$ cat config.mk
export PLATFORM = sky130hd
export DESIGN_NAME = slp_train_ctrl_flat
export DESIGN_NICKNAME = d
export VERILOG_FILES = /design/src/rtl/slp_train_ctrl_pkg.sv /design/src/rtl/slp_train_ctrl_if.sv /design/src/rtl/slp_train_ctrl_slp_train.sv /design/src/rtl/slp_train_ctrl.sv /design/src/flat_wrapper.sv
export SDC_FILE = /design/constraint.sdc
export NUM_CORES = 2
export LEC_CHECK = 0
export CAP_MARGIN = 20
export CORE_ASPECT_RATIO = 1.5
export CORE_MARGIN = 3
export CORE_UTILIZATION = 50
export CTS_BUF_LIST = sky130_fd_sc_hd__clkbuf_4
export CTS_CLUSTER_DIAMETER = 120
export DETAILED_ROUTE_END_ITERATION = 12
export GPL_TIMING_DRIVEN = 0
export PLACE_DENSITY = 0.68
export SYNTH_ARGS = -nofsm -noshare
export SYNTH_HDL_FRONTEND = slang
export SYNTH_SLANG_ARGS = --single-unit
$ cat constraint.sdc
create_clock -name clk -period 34.1 [get_ports clk]
set_input_delay 3.41 -clock clk [delete_from_list [all_inputs] [get_ports clk]]
set_output_delay 3.41 -clock clk [all_outputs]
set_load 0.05 [all_outputs]
$ cat src/rtl/slp_train_ctrl_pkg.sv
// Shared types for the perceptron training controller: data formats and controller states.
package slp_train_ctrl_pkg;

  typedef enum logic [1:0] {DT_INT, DT_FIX} dtype_t;

  typedef struct packed {
    dtype_t     dtype;
    logic [7:0] prec;
    logic [7:0] frac;
  } dconf_t;

  localparam dconf_t DEF_DCONF = '{dtype: DT_INT, prec: 8'd8, frac: 8'd0};

  typedef enum logic [2:0] {
    IDLE, WAIT_SMP, EVAL, UPDATE, EPOCH_END, DONE
  } slp_ctrl_state_t;

  function automatic int max1(input int v);
    return (v < 1) ? 1 : v;
  endfunction

endpackage

$ cat src/rtl/slp_train_ctrl_if.sv
// Labelled-sample stream into the training controller.
interface slp_train_ctrl_if #(
  parameter int IN     = 8,
  parameter int I_PREC = 8,
  parameter int P_PREC = 8
);
  logic                   smp_valid;
  logic                   smp_ready;
  logic [IN*I_PREC-1:0]   smp_in;
  logic [P_PREC-1:0]      smp_train;

  modport master (output smp_valid, smp_in, smp_train, input smp_ready);
  modport slave  (input smp_valid, smp_in, smp_train, output smp_ready);
endinterface

$ cat src/rtl/slp_train_ctrl_slp_train.sv
// Combinational perceptron update: w += rate * (train - infer) * x, saturated to the weight format.
module slp_train
  import slp_train_ctrl_pkg::*;
#(
  parameter int     IN     = 8,
  parameter dconf_t I_CONF = DEF_DCONF,
  parameter dconf_t R_CONF = DEF_DCONF,
  parameter dconf_t W_CONF = DEF_DCONF,
  parameter dconf_t P_CONF = DEF_DCONF,
  localparam int I_PREC = int'(I_CONF.prec),
  localparam int R_PREC = int'(R_CONF.prec),
  localparam int W_PREC = int'(W_CONF.prec),
  localparam int P_PREC = int'(P_CONF.prec),
  localparam int WEIGHT = IN + 1
) (
  input  logic [IN*I_PREC-1:0]     in_data,
  input  logic [R_PREC-1:0]        rate,
  input  logic [WEIGHT*W_PREC-1:0] weight,
  input  logic [P_PREC-1:0]        infer,
  input  logic [P_PREC-1:0]        train,
  output logic [WEIGHT*W_PREC-1:0] new_weight,
  output logic                     udf,
  output logic                     ovf,
  output logic                     rounded
);
  // The weight format must not carry more fraction bits than the product.
  localparam int SH = int'(R_CONF.frac) + int'(P_CONF.frac) + int'(I_CONF.frac) - int'(W_CONF.frac);
  localparam int DW = P_PREC + 1;
  localparam int PW = R_PREC + DW + I_PREC;
  localparam int SW = PW + W_PREC + 2;
  localparam logic [I_PREC-1:0] CONST1 = (I_CONF.dtype == DT_FIX) ?
                                         (I_PREC'(1) << I_CONF.frac) : I_PREC'(1);
  localparam logic signed [SW-1:0] WMAX = {{(SW-W_PREC+1){1'b0}}, {(W_PREC-1){1'b1}}};
  localparam logic signed [SW-1:0] WMIN = ~WMAX;

  logic signed [DW-1:0] diff;
  logic [WEIGHT-1:0]    udf_l, ovf_l, rnd_l;

  assign diff = $signed({train[P_PREC-1], train}) - $signed({infer[P_PREC-1], infer});

  for (genvar j = 0; j < WEIGHT; j++) begin : g_lane
    logic signed [I_PREC-1:0] x;
    logic signed [W_PREC-1:0] w;
    logic signed [PW-1:0]     prod, delta;
    logic signed [SW-1:0]     sum;

    if (j == IN) begin : g_bias
      assign x = CONST1;
    end else begin : g_in
      assign x = in_data[j*I_PREC +: I_PREC];
    end

    assign w    = weight[j*W_PREC +: W_PREC];
    assign prod = PW'($signed(rate)) * PW'(diff) * PW'(x);

    if (SH > 0) begin : g_shr
      assign delta    = prod >>> SH;
      assign rnd_l[j] = |prod[SH-1:0];
    end else begin : g_noshr
      assign delta    = prod;
      assign rnd_l[j] = 1'b0;
    end

    assign sum      = SW'(w) + SW'(delta);
    assign ovf_l[j] = sum > WMAX;
    assign udf_l[j] = sum < WMIN;
    assign new_weight[j*W_PREC +: W_PREC] = ovf_l[j] ? WMAX[W_PREC-1:0] :
                                            udf_l[j] ? WMIN[W_PREC-1:0] : sum[W_PREC-1:0];
  end

  assign udf     = |udf_l;
  assign ovf     = |ovf_l;
  assign rounded = |rnd_l;
endmodule

$ cat src/rtl/slp_train_ctrl.sv
// Sequential perceptron trainer: owns the weights, walks samples per epoch until zero errors or the epoch limit.
module slp_train_ctrl
  import slp_train_ctrl_pkg::*;
#(
  parameter int     IN        = 8,
  parameter dconf_t I_CONF    = DEF_DCONF,
  parameter dconf_t R_CONF    = DEF_DCONF,
  parameter dconf_t W_CONF    = DEF_DCONF,
  parameter dconf_t P_CONF    = DEF_DCONF,
  parameter int     SAMPLES   = 16,
  parameter int     MAX_EPOCH = 256,
  localparam int I_PREC = int'(I_CONF.prec),
  localparam int R_PREC = int'(R_CONF.prec),
  localparam int W_PREC = int'(W_CONF.prec),
  localparam int P_PREC = int'(P_CONF.prec),
  localparam int WEIGHT = IN + 1,
  localparam int SCW    = $clog2(SAMPLES),
  localparam int EPW    = max1($clog2(MAX_EPOCH))
) (
  input  logic                     clk,
  input  logic                     reset,
  input  logic                     start,
  input  logic                     clr_w,
  input  logic [R_PREC-1:0]        rate,
  slp_train_ctrl_if.slave          smp,
  output logic [IN*I_PREC-1:0]     cur_in,
  input  logic [P_PREC-1:0]        infer,
  output logic [WEIGHT*W_PREC-1:0] weight,
  output logic                     busy,
  output logic                     done,
  output logic                     converged,
  output logic [EPW-1:0]           epoch,
  output logic [SCW:0]             err_cnt
);
  slp_ctrl_state_t state, state_nxt;

  logic [P_PREC-1:0]        train_q, infer_q;
  logic [SCW-1:0]           smp_cnt;
  logic [WEIGHT*W_PREC-1:0] new_weight;
  logic                     last_smp, last_epoch, err_zero;
  logic                     unused_udf, unused_ovf, unused_rnd;

  assign last_smp   = smp_cnt == SCW'(SAMPLES - 1);
  assign last_epoch = epoch == EPW'(MAX_EPOCH - 1);
  assign err_zero   = err_cnt == '0;

  always_ff @(posedge clk) begin
    if (reset) state <= IDLE;
    else       state <= state_nxt;
  end

  always_comb begin
    state_nxt = state;
    case (state)
      IDLE, DONE: if (start) state_nxt = WAIT_SMP;
      WAIT_SMP:   if (smp.smp_valid) state_nxt = EVAL;
      EVAL:       state_nxt = UPDATE;
      UPDATE:     state_nxt = last_smp ? EPOCH_END : WAIT_SMP;
      EPOCH_END:  state_nxt = (err_zero || last_epoch) ? DONE : WAIT_SMP;
      default:    state_nxt = IDLE;
    endcase
  end

  // Ready is a pure decode of the state register, never of smp_valid.
  always_comb begin
    smp.smp_ready = state == WAIT_SMP;
    busy          = !(state == IDLE || state == DONE);
  end

  always_ff @(posedge clk) begin
    if (reset) begin
      weight    <= '0;
      cur_in    <= '0;
      train_q   <= '0;
      infer_q   <= '0;
      smp_cnt   <= '0;
      epoch     <= '0;
      err_cnt   <= '0;
      done      <= 1'b0;
      converged <= 1'b0;
    end else begin
      case (state)
        IDLE, DONE: if (start) begin
          epoch     <= '0;
          smp_cnt   <= '0;
          err_cnt   <= '0;
          done      <= 1'b0;
          converged <= 1'b0;
          if (clr_w) weight <= '0;
        end
        WAIT_SMP: if (smp.smp_valid) begin
          cur_in  <= smp.smp_in;
          train_q <= smp.smp_train;
        end
        EVAL: infer_q <= infer;
        UPDATE: begin
          weight <= new_weight;
          if (infer_q != train_q) err_cnt <= err_cnt + (SCW+1)'(1);
          smp_cnt <= last_smp ? '0 : smp_cnt + SCW'(1);
        end
        EPOCH_END: begin
          if (err_zero) begin
            converged <= 1'b1;
            done      <= 1'b1;
          end else if (last_epoch) begin
            converged <= 1'b0;
            done      <= 1'b1;
          end else begin
            epoch   <= epoch + EPW'(1);
            err_cnt <= '0;
          end
        end
        default: ;
      endcase
    end
  end

  slp_train #(
    .IN(IN), .I_CONF(I_CONF), .R_CONF(R_CONF), .W_CONF(W_CONF), .P_CONF(P_CONF)
  ) u_train (
    .in_data   (cur_in),
    .rate      (rate),
    .weight    (weight),
    .infer     (infer_q),
    .train     (train_q),
    .new_weight(new_weight),
    .udf       (unused_udf),
    .ovf       (unused_ovf),
    .rounded   (unused_rnd)
  );
endmodule

$ cat src/flat_wrapper.sv
// flat-port wrapper written by rule: the top's interface ports become plain ports
module slp_train_ctrl_flat import slp_train_ctrl_pkg::*;
#(
  parameter int     IN        = 8,
  parameter dconf_t I_CONF    = DEF_DCONF,
  parameter dconf_t R_CONF    = DEF_DCONF,
  parameter dconf_t W_CONF    = DEF_DCONF,
  parameter dconf_t P_CONF    = DEF_DCONF,
  parameter int     SAMPLES   = 16,
  parameter int     MAX_EPOCH = 256,
  localparam int I_PREC = int'(I_CONF.prec),
  localparam int R_PREC = int'(R_CONF.prec),
  localparam int W_PREC = int'(W_CONF.prec),
  localparam int P_PREC = int'(P_CONF.prec),
  localparam int WEIGHT = IN + 1,
  localparam int SCW    = $clog2(SAMPLES),
  localparam int EPW    = max1($clog2(MAX_EPOCH))
)
  (clk, reset, start, clr_w, rate, cur_in, infer, weight, busy, done, converged, epoch, err_cnt, smp_smp_valid, smp_smp_in, smp_smp_train, smp_smp_ready);
  slp_train_ctrl_if #(.IN(IN), .I_PREC(8), .P_PREC(8)) smp_i ();
  input  logic clk;
  input  logic reset;
  input  logic start;
  input  logic clr_w;
  input  logic [R_PREC-1:0] rate;
  output logic [IN*I_PREC-1:0] cur_in;
  input  logic [P_PREC-1:0] infer;
  output logic [WEIGHT*W_PREC-1:0] weight;
  output logic busy;
  output logic done;
  output logic converged;
  output logic [EPW-1:0] epoch;
  output logic [SCW:0] err_cnt;
  input wire logic [$bits(smp_i.smp_valid)-1:0] smp_smp_valid;
  input wire logic [$bits(smp_i.smp_in)-1:0] smp_smp_in;
  input wire logic [$bits(smp_i.smp_train)-1:0] smp_smp_train;
  output wire logic [$bits(smp_i.smp_ready)-1:0] smp_smp_ready;
  assign smp_i.smp_valid = smp_smp_valid;
  assign smp_i.smp_in = smp_smp_in;
  assign smp_i.smp_train = smp_smp_train;
  assign smp_smp_ready = smp_i.smp_ready;
  slp_train_ctrl #(.IN(IN), .I_CONF(I_CONF), .R_CONF(R_CONF), .W_CONF(W_CONF), .P_CONF(P_CONF), .SAMPLES(SAMPLES), .MAX_EPOCH(MAX_EPOCH)) u_core (.clk(clk), .reset(reset), .start(start), .clr_w(clr_w), .rate(rate), .smp(smp_i), .cur_in(cur_in), .infer(infer), .weight(weight), .busy(busy), .done(done), .converged(converged), .epoch(epoch), .err_cnt(err_cnt));
endmodule
==> flow_summary.yaml <==
run_status:
  run_status: "finished, final reports clean"
grt:
  pin_count_of_the_biggest_net_entering_global_routing: 21
  met2_capacity_usage_during_global_routing_pct: 58.1
  overflow: 0
  gr-usage-all-layers_pct: 35.3
  first_global_vias: 50200
  groute.layer.met3.usage_pct: 11.2
  grt_first_pass_wirelength_mm: 299
  initial_antenna_violation_count: 26
  grtUsageMet1_pct: 36.6
  top_usage_layer: "met2"
yosys:
  post_synth_num_cell_types: 93
  netlist_area_mm2: 0.0551
  mappedNetlistNets: 8028
  synth_ff_type: "sky130_fd_sc_hd__dfxtp_1"
  synthesis.instances: 6324
  post_synth_edffs: 0
  syn_area_per_cell_um2: 8.72
  synth-seq-cells: 174
  seq_area_frac_synth_pct: 6.32
  yosys_warnings: 0
  async_flop_share_pct: 0
timing:
  setup_viol: 0
  finalSetupTns_ns: 0
  min_period_ns: 16.87
  max_slew.worst_pin.slew_ns: 1.32
  grt_setup_unrepaired: "no"
  slew_viol_final: 0
  clock_skew_ns: 0.0335
  report.final.hold_viol_count: 0
  maxSlewHeadroom_pct: 11.8
  final.period_utilization_pct: 49.5
  clock.fmax_ghz: 0.0593
die:
  initial_core_util_pct: 50.6
  io_pins: 246
  die_h_um: 413
  fp.coreArea_mm2: 0.109
  core.rowCount: 148
  fp.dieArea_mm2: 0.114
  die_width_um: 277
clocking:
  worstSkewPairLatency_ns: 0.96
  clock_tree_from_tritoncts: "built"
  cts_root_buffer: "sky130_fd_sc_hd__clkbuf_4"
  clkSinkCount: 174
  postCtsHoldBufs: 0
  cts_post_setup_buffers_inserted: 0
  numCtsBuffers: 17
  cts_repair_resize_count: 0
  number_of_buffers_on_the_longest_clock_path: 2
  cts_max_level: 4
  clk_transition_reported_paths_ns: 0.20
finish:
  fill_cells: 10100
  finalNetCount: 8342
  final_common_cell: "sky130_fd_sc_hd__inv_1"
  area_used_by_multi_input_combinational_logic_mm2: 0.0467
  areaGrowthSynthToFinish_pct: 10.0
  post_route_cells_drive_above_1_share_pct: 2.54
  layout.area.seq_mm2: 0.00348
  layout.cells.most_common_list: "sky130_fd_sc_hd__inv_1, sky130_fd_sc_hd__fa_1, sky130_fd_sc_hd__nand2_1, sky130_fd_sc_hd__ha_1, sky130_fd_sc_hd__and2_1"
setup_path:
  worst_path_most_repeated_cell: "sky130_fd_sc_hd__fa_1"
  crit_type: "in -> reg"
  timing.critical_path.to_type: "register"
  critical_path_cell_count: 36
  crit_path_start_kind: "input port"
  crit_required_ns: 34.89
  critical_path.top_delay_family: "adder cells"
  critPathArrivalTime_ns: 17.66
  worst_setup_slack_for_register_to_register_paths_ns: 18.12
  cp.buffers_inverters: 9
  critical-path-slowest-cell: "sky130_fd_sc_hd__clkbuf_1"
  ff2ff_path_depth: 45
  critical_path.max_fanout: 11
  max_stage_delay_ns: 1.01
flow_run:
  drv_cap: 0
routing:
  vias: 48100
  vias_per_cell: 5.94
  route.antenna.remaining_nets: 0
  drc_errors: 0
  drt-initial-drc-count: 3772
  wl_final_mm: 201
  routed_wirelength_normalized_by_instance_count_um: 24.8
  drt_first_pass_iters: 6
worst_hold_path:
  min_delay_path_depth: 2
  min_path_type: "reg -> reg"
place:
  port_buffers: 244
  place.detailed.hpwl_mm: 160
  gpl.final_weighted_congestion: 1.02
==> metal layers <==
layer	share of wire (%)	up-vias
met1	33	24100
met2	47	2370
li1	-	20800
met3	11	798
met4	9.8	12
met5	0.044	-
==> worst register-to-register path: cells and delay by family, from the launching register on <==
family,cells,cell delay (ns)
adders and majority gates,12,5.57
AOI/OAI and AO/OA,14,3.57
buffers and inverters,9,3.49
and+or+nand+nor,9,2.14
xor gates and xnor gates,1,0.60
DFF,1,0.41
==> final cells by class <==
type,count,area share (%)
Clock buffer,17,0.210
Antenna cell,22,0.0908
Timing Repair Buffer,295,5.43
Inverter,1024,6.34
Multi-Input combinational cell,4828,77.0
Sequential cell,174,5.74
Clock inverter,15,0.355
Tap cell,1425,2.94
Buffer,298,1.89
==> worst paths after layout <==
kind,from,endpoint
max,rate[2],u_core.weight[36]
min reg2reg,u_core.train_q[0],u_core.train_q[0]
max reg2reg,u_core.infer_q[1],u_core.weight[36]
min,u_core.train_q[0],u_core.train_q[0]
==> metrics by stage <==
stage	worst slack (ns)	cell area, µm²	instances	hold WS (ns)	util [%]
2_1_floorplan	20.49	55100	6324	0.436	-
3_3_place_gp	15.13	59300	7993	0.443	54.5
3_5_place_dp	16.62	60000	8027	0.450	55.1
4_1_cts	17.60	60300	8059	0.472	55.4
5_1_grt	16.82	60600	8080	0.502	55.6
6_report	17.23	60600	8098	0.473	55.7
==> logic make-up (layout without fill, tap and decap cells) <==
kind of cell	count (synthesis)	count (layout)	synth area share (%)
XOR/XNOR	323	323	5.13
AO/OA/AOI/OAI	856	856	10.5
flip-flops	174	174	6.32
buffers and inverters	1322	1649	9.02
adder cells (fa/ha/maj)	1611	1611	49.8
multiplexers	32	32	0.629
other	0	22	0
AND/OR/NAND/NOR	2006	2006	18.6
==> sequential cells by signal, summed over array words and instances, names as in the netlist <==
name,cells
u_core.infer_q,8
u_core.train_q,8
u_core.smp_cnt,4
u_core.converged,1
u_core.weight,72
u_core.state,3
u_core.err_cnt,5
u_core.cur_in,64
u_core.done,1
u_core.epoch,8
==> cells in the mapped netlist (all sizes together), types with 11 or more instances <==
cell,number,share of area (%)
o21ai,103,0.94
clkbuf,283,1.9
inv,1023,7.0
a2111oi,15,0.27
o211ai,11,0.15
or2,15,0.17
or3,22,0.26
dfxtp,174,6.3
nor3,64,0.58
a21o,106,1.4
fa,975,35
xnor2,239,3.8
o21bai,30,0.41
nand4,46,0.57
mux2i,20,0.36
a211oi,26,0.35
o31a,12,0.19
and2,508,5.8
o31ai,18,0.27
a31o,11,0.17
and3,50,0.57
nor2b,143,1.6
xor2,84,1.3
nand3,42,0.39
nor2,182,1.2
buf,15,0.12
a22oi,11,0.15
nor3b,22,0.30
ha,636,14
nand2b,59,0.67
o21a,45,0.61
a221oi,40,0.70
a211o,12,0.19
a21oi,289,2.6
nand2,768,5.2
mux2,11,0.22
a31oi,29,0.33
or4,17,0.23
o2111ai,13,0.21
nor4,27,0.31
Power is not shown: default switching activity piles up to over one toggle a cycle in this logic, so the estimate is an artifact.
